`src/rtl/pll_reconfig_sequencer.sv`:
```
// Reconfiguration sequencer for the SDRAM-clock PLL.
// Walks the frequency write list over the Avalon-MM reconfig port with
// waitrequest handshaking, pulses the PLL reset, waits for lock (with a
// timeout) and finally applies a relative C1 phase step to reach the
// requested absolute phase. Reports completion with done/err.
module pll_reconfig_sequencer #(
    parameter int BASE_PHASE   = 29,
    parameter int GAP_CYCLES   = 7,
    parameter int RST_CYCLES   = 8,
    parameter int LOCK_TIMEOUT = 500000
) (
    input  logic        CLK_50M,
    input  logic        RESET,
    input  logic        req,
    input  logic [31:0] cfg_m,
    input  logic [31:0] cfg_k,
    input  logic [31:0] cfg_c,
    input  logic [7:0]  cfg_phase,
    output logic        busy,
    output logic        done,
    output logic        err,
    output logic [7:0]  cur_phase,
    output logic [5:0]  mgmt_address,
    output logic [31:0] mgmt_writedata,
    output logic        mgmt_write,
    input  logic        mgmt_waitrequest,
    output logic        pll_reset,
    input  logic        locked
);

    typedef enum logic [2:0] {
        S_IDLE,
        S_WRITE,
        S_GAP,
        S_PRST,
        S_LOCKWAIT,
        S_DONE
    } state_t;

    // Write list indices: 0..8 are the frequency writes, 9..11 the phase step.
    localparam logic [3:0]  LAST_FREQ   = 4'd8;
    localparam logic [3:0]  FIRST_PHASE = 4'd9;
    localparam logic [3:0]  LAST_PHASE  = 4'd11;

    localparam logic [31:0] GAP_LAST  = 32'(GAP_CYCLES - 1);
    localparam logic [31:0] RST_LAST  = 32'(RST_CYCLES - 1);
    localparam logic [31:0] LOCK_LAST = 32'(LOCK_TIMEOUT - 1);
    localparam logic [8:0]  BASE9     = 9'(BASE_PHASE);
    localparam logic [7:0]  BASE8     = 8'(BASE_PHASE);

    state_t      r_state;
    state_t      w_nextState;

    logic [3:0]  r_idx;
    logic [31:0] r_cnt;
    logic [31:0] r_cfgM;
    logic [31:0] r_cfgK;
    logic [31:0] r_cfgC;
    logic [7:0]  r_cfgPhase;
    logic        r_err;
    logic [7:0]  r_curPhase;
    logic        r_lockMeta;
    logic        r_lockSync;
    logic        r_lockPrev;

    logic [8:0]  w_delta;
    logic [7:0]  w_absDelta;
    logic [31:0] w_phaseWord;
    logic [5:0]  w_tblAddr;
    logic [31:0] w_tblData;
    logic        w_lockOk;
    logic        w_timeout;
    logic        w_advance;
    logic        w_accept;
    logic        w_writeDone;

    // Signed phase step from the compiled phase to the requested phase, and the
    // phase-shift register word: magnitude, counter select C1, direction bit.
    always_comb begin
        w_delta     = {1'b0, r_cfgPhase} - BASE9;
        w_absDelta  = w_delta[8] ? 8'(9'd0 - w_delta) : w_delta[7:0];
        w_phaseWord = {10'd0, w_delta[8], 4'd0, 1'b1, 8'd0, w_absDelta};
    end

    // Address/data lookup for the current entry of the combined write list.
    always_comb begin
        w_tblAddr = 6'd0;
        w_tblData = 32'd0;
        case (r_idx)
            4'd0:    begin w_tblAddr = 6'd0; w_tblData = 32'd0;                     end
            4'd1:    begin w_tblAddr = 6'd4; w_tblData = r_cfgM;                    end
            4'd2:    begin w_tblAddr = 6'd7; w_tblData = r_cfgK;                    end
            4'd3:    begin w_tblAddr = 6'd3; w_tblData = 32'h0001_0000;             end
            4'd4:    begin w_tblAddr = 6'd5; w_tblData = r_cfgC;                    end
            4'd5:    begin w_tblAddr = 6'd5; w_tblData = r_cfgC | 32'h0004_0000;    end
            4'd6:    begin w_tblAddr = 6'd9; w_tblData = 32'd1;                     end
            4'd7:    begin w_tblAddr = 6'd8; w_tblData = 32'd7;                     end
            4'd8:    begin w_tblAddr = 6'd2; w_tblData = 32'd0;                     end
            4'd9:    begin w_tblAddr = 6'd0; w_tblData = 32'd0;                     end
            4'd10:   begin w_tblAddr = 6'd6; w_tblData = w_phaseWord;               end
            4'd11:   begin w_tblAddr = 6'd2; w_tblData = 32'd0;                     end
            default: begin w_tblAddr = 6'd0; w_tblData = 32'd0;                     end
        endcase
    end

    // Next-state logic and Moore outputs; lock success takes priority over timeout.
    always_comb begin
        w_nextState    = r_state;
        w_lockOk       = 1'b0;
        w_timeout      = 1'b0;
        w_advance      = 1'b0;
        w_accept       = 1'b0;
        w_writeDone    = 1'b0;
        mgmt_write     = 1'b0;
        mgmt_address   = 6'd0;
        mgmt_writedata = 32'd0;
        pll_reset      = 1'b0;
        busy           = (r_state != S_IDLE);
        done           = 1'b0;
        case (r_state)
            S_IDLE: begin
                if (req) begin
                    w_accept    = 1'b1;
                    w_nextState = S_WRITE;
                end
            end
            S_WRITE: begin
                mgmt_write     = 1'b1;
                mgmt_address   = w_tblAddr;
                mgmt_writedata = w_tblData;
                if (!mgmt_waitrequest) begin
                    w_writeDone = 1'b1;
                    w_nextState = S_GAP;
                end
            end
            S_GAP: begin
                if (r_cnt == GAP_LAST) begin
                    if (r_idx == LAST_FREQ) begin
                        w_nextState = S_PRST;
                    end else if (r_idx == LAST_PHASE) begin
                        w_nextState = S_DONE;
                    end else begin
                        w_advance   = 1'b1;
                        w_nextState = S_WRITE;
                    end
                end
            end
            S_PRST: begin
                pll_reset = 1'b1;
                if (r_cnt == RST_LAST) begin
                    w_nextState = S_LOCKWAIT;
                end
            end
            S_LOCKWAIT: begin
                if (r_lockSync && r_lockPrev) begin
                    w_lockOk    = 1'b1;
                    w_nextState = (w_delta == 9'd0) ? S_DONE : S_WRITE;
                end else if (r_cnt == LOCK_LAST) begin
                    w_timeout   = 1'b1;
                    w_nextState = S_DONE;
                end
            end
            S_DONE: begin
                done        = 1'b1;
                w_nextState = S_IDLE;
            end
            default: begin
                w_nextState = S_IDLE;
            end
        endcase
    end

    // State register; RESET aborts any sequence immediately.
    always_ff @(posedge CLK_50M) begin
        if (RESET) begin
            r_state <= S_IDLE;
        end else begin
            r_state <= w_nextState;
        end
    end

    // Datapath: latched request, list index, shared cycle counter, lock sync, status.
    always_ff @(posedge CLK_50M) begin
        if (RESET) begin
            r_idx      <= 4'd0;
            r_cnt      <= 32'd0;
            r_cfgM     <= 32'd0;
            r_cfgK     <= 32'd0;
            r_cfgC     <= 32'd0;
            r_cfgPhase <= BASE8;
            r_err      <= 1'b0;
            r_curPhase <= BASE8;
            r_lockMeta <= 1'b0;
            r_lockSync <= 1'b0;
            r_lockPrev <= 1'b0;
        end else begin
            r_lockMeta <= locked;
            r_lockSync <= r_lockMeta;
            r_lockPrev <= (r_state == S_LOCKWAIT) && r_lockSync;

            if (r_state != w_nextState) begin
                r_cnt <= 32'd0;
            end else begin
                r_cnt <= r_cnt + 32'd1;
            end

            if (w_accept) begin
                r_cfgM     <= cfg_m;
                r_cfgK     <= cfg_k;
                r_cfgC     <= cfg_c;
                r_cfgPhase <= cfg_phase;
                r_err      <= 1'b0;
                r_idx      <= 4'd0;
            end

            if (w_advance) begin
                r_idx <= r_idx + 4'd1;
            end

            if (r_state == S_PRST) begin
                r_curPhase <= BASE8;
            end

            if (w_lockOk) begin
                r_idx <= FIRST_PHASE;
            end

            if (w_timeout) begin
                r_err <= 1'b1;
            end

            if (w_writeDone && (r_idx == LAST_PHASE)) begin
                r_curPhase <= r_cfgPhase;
            end
        end
    end

    assign err       = r_err;
    assign cur_phase = r_curPhase;

endmodule

```
`config.mk`:
```
export PLATFORM = sky130hd
export DESIGN_NAME = pll_reconfig_sequencer
export DESIGN_NICKNAME = d
export VERILOG_FILES = /design/src/rtl/pll_reconfig_sequencer.sv
export SDC_FILE = /design/constraint.sdc
export NUM_CORES = 1
export LEC_CHECK = 0
export BUFFER_PORTS_ARGS = -buffer_cell sky130_fd_sc_hd__buf_4
export CORE_MARGIN = 3
export CORE_UTILIZATION = 54
export CTS_BUF_LIST = sky130_fd_sc_hd__clkbuf_16
export DETAILED_ROUTE_END_ITERATION = 12
export PLACE_DENSITY_LB_ADDON = 0.15
export SYNTH_ARGS = -nofsm -noshare
export SYNTH_HDL_FRONTEND = slang
export SYNTH_SLANG_ARGS = --single-unit
```
`constraint.sdc`:
```
create_clock -name CLK_50M -period 2.95 [get_ports CLK_50M]
set_input_delay 0.4425 -clock CLK_50M [delete_from_list [all_inputs] [get_ports CLK_50M]]
set_output_delay 0.4425 -clock CLK_50M [all_outputs]
set_load 0.005 [all_outputs]
```
# Word level (Yosys, flattened, before mapping)
# Index checks and enable logic that the tools add are counted.
# totals
word_cells	88
input_bits	109
output_inout_bits	51
register_bits	155
# classes
n_reduce_logical	14
add_sub_neg	4
n_eq_ne	19
muxes	38
# op_table
cell	count
$pmux W32 S8	1
$eq A32 B3 Y1 const B	2
$add A32 B1 Y32 const B	1
$eq A32 B19 Y1 const B	1
$mux W32	1
$pmux W4 S8	1
$mux W3	9
$mux W8	3
$mux W1	18
$eq A4 B3 Y1 const B	4
$pmux W3 S5	1
$eq A4 B4 Y1 const B	3
$mux W4	3
$logic_not A9 Y1	1
$sub A8 B5 Y9 const B	1
$eq A4 B2 Y1 const B	2
$reduce_or A2 Y1	4
$sub A1 B8 Y8 const A	1
$eq A3 B2 Y1 const B	2
$eq A3 B3 Y1 const B	2
$mux W6	1
$reduce_bool A2 Y1	3
$reduce_bool A3 Y1	2
$add A4 B1 Y4 const B	1
5 further kinds	7

# Logic depth before layout (Yosys ltp)
# depth
ltp_word	7
ltp_mapped	9
depth_no_buf	8

# Least setup slack after synthesis
# No wires, ideal clock.
# synth_path
path_kind	register to output
startpoint	register r_cfgPhase[0]
endpoint	output mgmt_writedata[4]
required_time_ns	2.508
setup_slack_ns	0.477
path_stages_with_launch	10
arrival_time_ns	2.031
n_path_buf	1
path_cell_list	dfxtp_1 > inv_1 > ha_1 > and4b_1 > or4_1 > clkbuf_1 > nor3_1 > xnor2_1 > nand2_1 > a21oi_1
# synth_between
elab_chain_len	5
# synth_rtl
item	line_no	source
start: declaration	59	logic [7:0] r_cfgPhase;
start signal: assignment	211	r_cfgPhase <= cfg_phase;
$sub A8 B5 Y9 (*)	80	w_delta = {1'b0, r_cfgPhase} - BASE9;
$sub A1 B8 Y8	81	w_absDelta = w_delta[8] ? 8'(9'd0 - w_delta) : w_delta[7:0];
$mux W8 (*)	81	
$pmux W32 S8 (*)	89	case (r_idx)
$mux W32 (*)	120	case (r_state)
end: declaration	24	output logic [31:0] mgmt_writedata,
# Every way passes the cells marked *; elsewhere a longest branch is shown, timed or not.

# Final worst setup path
# layout_path
startpoint	register r_cfgPhase[1]
endpoint	output mgmt_writedata[5]
# The elaborated chain is that of the path after synthesis.

==> flow_metrics.py <==
metrics = {
    "global_route": {
        "grt_pass1_wl_um": 30960,
        "overflow": 0,
        "grt_start_max_net_pins": 52,
        "grt_pass1_vias": 6405,
        "antenna_found_initial": 0,
        "grt.total_usage": 0.2605,
    },
    "finish": {
        "fin_util": 0.7072,
        "drive_gt1_frac": 0.2245,
        "antennaDiodeCount": 0,
        "fillers": 1106,
        "layout_common_cells": "nand2_1, buf_4, dfxtp_1, a21oi_1, nor2_1",
        "final_cell_area_um2": 9070,
        "final_common_cell": "nand2_1",
        "syn2layout_area_growth_pct": 26.07,
        "multi_input_area_um2": 3755,
        "seq_area_um2": 3113,
        "final_nets": 1204,
        "instances_no_fill": 1272,
    },
    "min_path": {
        "hold_class": "input pin to register",
        "hp-start": "cfg_phase[4]",
        "hold-path-cell-count": 3,
        "worstHoldEndpoint": "r_cfgPhase[4]$_SDFFE_PP1P_",
    },
    "sta": {
        "fin_crit_ps": 2901,
        "slew_violations": 0,
        "slew_headroom": 0.6354,
        "worst_pin_slew_ps": 542.8,
        "fin_worst_skew_ps": 7.758,
        "max_freq_mhz": 344.7,
        "finalHoldViolCount": 0,
        "fin_ws_ps": 49.07,
        "rsz0062_at_grt": "true",
        "setup_viol": 0,
        "finalCritPeriodShare": 0.9834,
    },
    "detailed_routing": {
        "dr.pass1.iters": 5,
        "vias": 6962,
        "drt-vias-per-instance": 5.473,
        "dr.first_iter.drc_count": 662,
        "drc": 0,
        "totalWireLength_um": 19310,
        "antenna_left": 0,
        "wire_per_inst_um": 15.18,
    },
    "cts": {
        "cts-root-buf": "clkbuf_16",
        "clk_pin_slew_ps": 60,
        "cts_tree": "built",
        "cts_max_level": 4,
        "cts_buffer_depth": 2,
        "cts_made_buffers": 17,
        "cts.sink_count": 155,
        "cts-hold-fix-buffers": 0,
        "clk_latency_ps": 430,
    },
    "synth": {
        "synth-warning-count": 0,
        "seq_area_frac_synth": 0.4313,
        "synth.cell_area_um2": 7194,
        "synth.distinct_cells": 55,
        "avgSynthCellArea_um2": 7.518,
        "synth_top_flop_cell": "dfxtp_1",
        "synth_cells": 957,
        "synth_edf_count": 0,
        "synthArstFlopShare": 0,
        "synth_seq_cells": 155,
    },
    "worst_setup_path": {
        "startpoint_type": "register",
        "worst_r2r_path_depth": 8,
        "r2r_end": "r_cnt[6]$_SDFF_PP0_",
        "r2r_start": "r_cnt[0]$_SDFF_PP0_",
        "worstPathRequired_ps": 2510,
        "r2r_slack_ps": 430,
        "critical_path_arrival_ps": 2460,
        "crit_type": "register to primary output",
        "worstPathMaxFanout": 8,
        "cp-end-kind": "primary output",
    },
    "floorplan": {
        "num_io_pins": 160,
        "core_area_um2": 12820,
        "initial_core_util": 0.5610,
        "die_y_um": 121.4,
        "num_rows": 41,
        "die_w_um": 121.4,
        "dieArea_um2": 14740,
    },
    "power_and_ir_drop": {
        "p_total_uw": 4902,
        "ir_worst_vdd_uv": 421.3,
        "p_leak_uw": 0.003430,
        "cellPowerDensity_nw_per_um2": 540.5,
    },
    "place": {
        "gp_congestion": 0.9150,
        "numPlacedInstances": 1236,
        "dp_hpwl_um": 13130,
        "io_buffers": 157,
        "post-place-ws_ps": 157.1,
        "placed_cell_area_um2": 8431,
    },
    "run_status": {
        "status": "complete, no violations",
    },
    "run": {
        "drv.max_cap_violation_count": 0,
    },
}
[synthesized netlist by cell type, types with 6 or more instances]
cell,n,share of area
or4_1,6,0.0063
buf_1,7,0.0037
inv_1,19,0.0099
a21oi_1,146,0.10
nand3_1,32,0.022
a222oi_1,6,0.0083
nor2_1,67,0.035
o21ai_0,18,0.013
nor4_1,9,0.0078
xnor2_1,19,0.023
xor2_1,19,0.023
nand2_1,267,0.14
dfxtp_1,155,0.43
a211oi_1,6,0.0063
a22oi_1,22,0.023
ha_1,8,0.014
nand4_1,10,0.0087
clkbuf_1,45,0.023
nor3_1,19,0.013
nor2_2,11,0.0096
[area by class of cell]
| class | count | area share |
|---|---|---|
| timing repair buffer | 177 | 0.1497 |
| clock inverter | 15 | 0.01407 |
| sequential | 155 | 0.3432 |
| inverter | 19 | 0.008415 |
| multi-input combinational | 717 | 0.4140 |
| tap | 172 | 0.02373 |
| clock buffer | 17 | 0.04690 |
[cells by family after synthesis]
| logic type | after synthesis | share of synthesized area |
|---|---|---|
| AND/OR/NAND/NOR | 452 | 0.2746 |
| other | 1 | 0.0005212 |
| adder cells (fa/ha/maj) | 8 | 0.01391 |
| buffers and inverters | 86 | 0.05565 |
| multiplexers | 2 | 0.002956 |
| AO/OA/AOI/OAI | 215 | 0.1748 |
| XOR/XNOR | 38 | 0.04626 |
| flip-flops | 155 | 0.4313 |
[state kept, by name, summed over array words and instances, names as in the netlist]
register	count
r_cfgK	32
cur_phase	8
r_cfgPhase	8
err	1
r_cnt	32
r_lockSync	1
r_lockPrev	1
r_lockMeta	1
r_state	3
r_cfgC	32
r_idx	4
r_cfgM	32
[how the worst max path moves through the flow]
stage                     cells past startpoint                end                  startpoint  slack [ps]
after floorplan                               9  mgmt_writedata[4]  r_cfgPhase[0]$_SDFFE_PP1P_         480
after global placement                        9  mgmt_writedata[4]  r_cfgPhase[0]$_SDFFE_PP1P_         280
after detailed placement                      9  mgmt_writedata[4]  r_cfgPhase[0]$_SDFFE_PP1P_         160
after CTS                                     9  mgmt_writedata[5]  r_cfgPhase[1]$_SDFFE_PP0P_         -30
after global routing                          9  mgmt_writedata[5]  r_cfgPhase[1]$_SDFFE_PP0P_         -40
final                                         9  mgmt_writedata[5]  r_cfgPhase[1]$_SDFFE_PP0P_          50
[repair_timing]
item,CTS,global route
resized for setup,13,6
pin swaps,3,2
endpoints found under the setup margin,5,5
endpoints found under the hold margin,0,0
setup buffers,4,0
[power breakdown]
group	internal [uW]	leakage (uW)	total, uW	switching, uW
Sequential	2200	0.00127	2280	74.8
Clock	1150	0.000268	2030	871
Combinational	267	0.00189	599	331
[metal layers]
layer / share of wire / routed length [um] / up-vias / track usage
met2: 0.46 / 8867 / 258 / 0.4038
met4: 0.016 / 305 / 0 / 0.08473
met5: 0 / 0 / - / 0
met1: 0.45 / 8652 / 3188 / 0.3546
li1: - / - / 3491 / -
met3: 0.077 / 1486 / 25 / 0.06760
[per-stage QoR]
step / TNS [ps] / hold slack, ps
global placement: 0 / 429.9
finish: 0 / 235.2
detailed placement: 0 / 429.1
CTS: -28.22 / 224.2
floorplan: 0 / 413.8
global route: -41.59 / 233.3
[critical path, stage by stage, from the launching register on]
cell	delay, ps
dfxtp_4	370
inv_4	70
ha_4	160
and4b_1	210
or4_4	490
a31oi_2	180
xor2_1	180
nand2_1	100
a21oi_2	160
buf_4	120
Power figures use the tool's default switching activity.
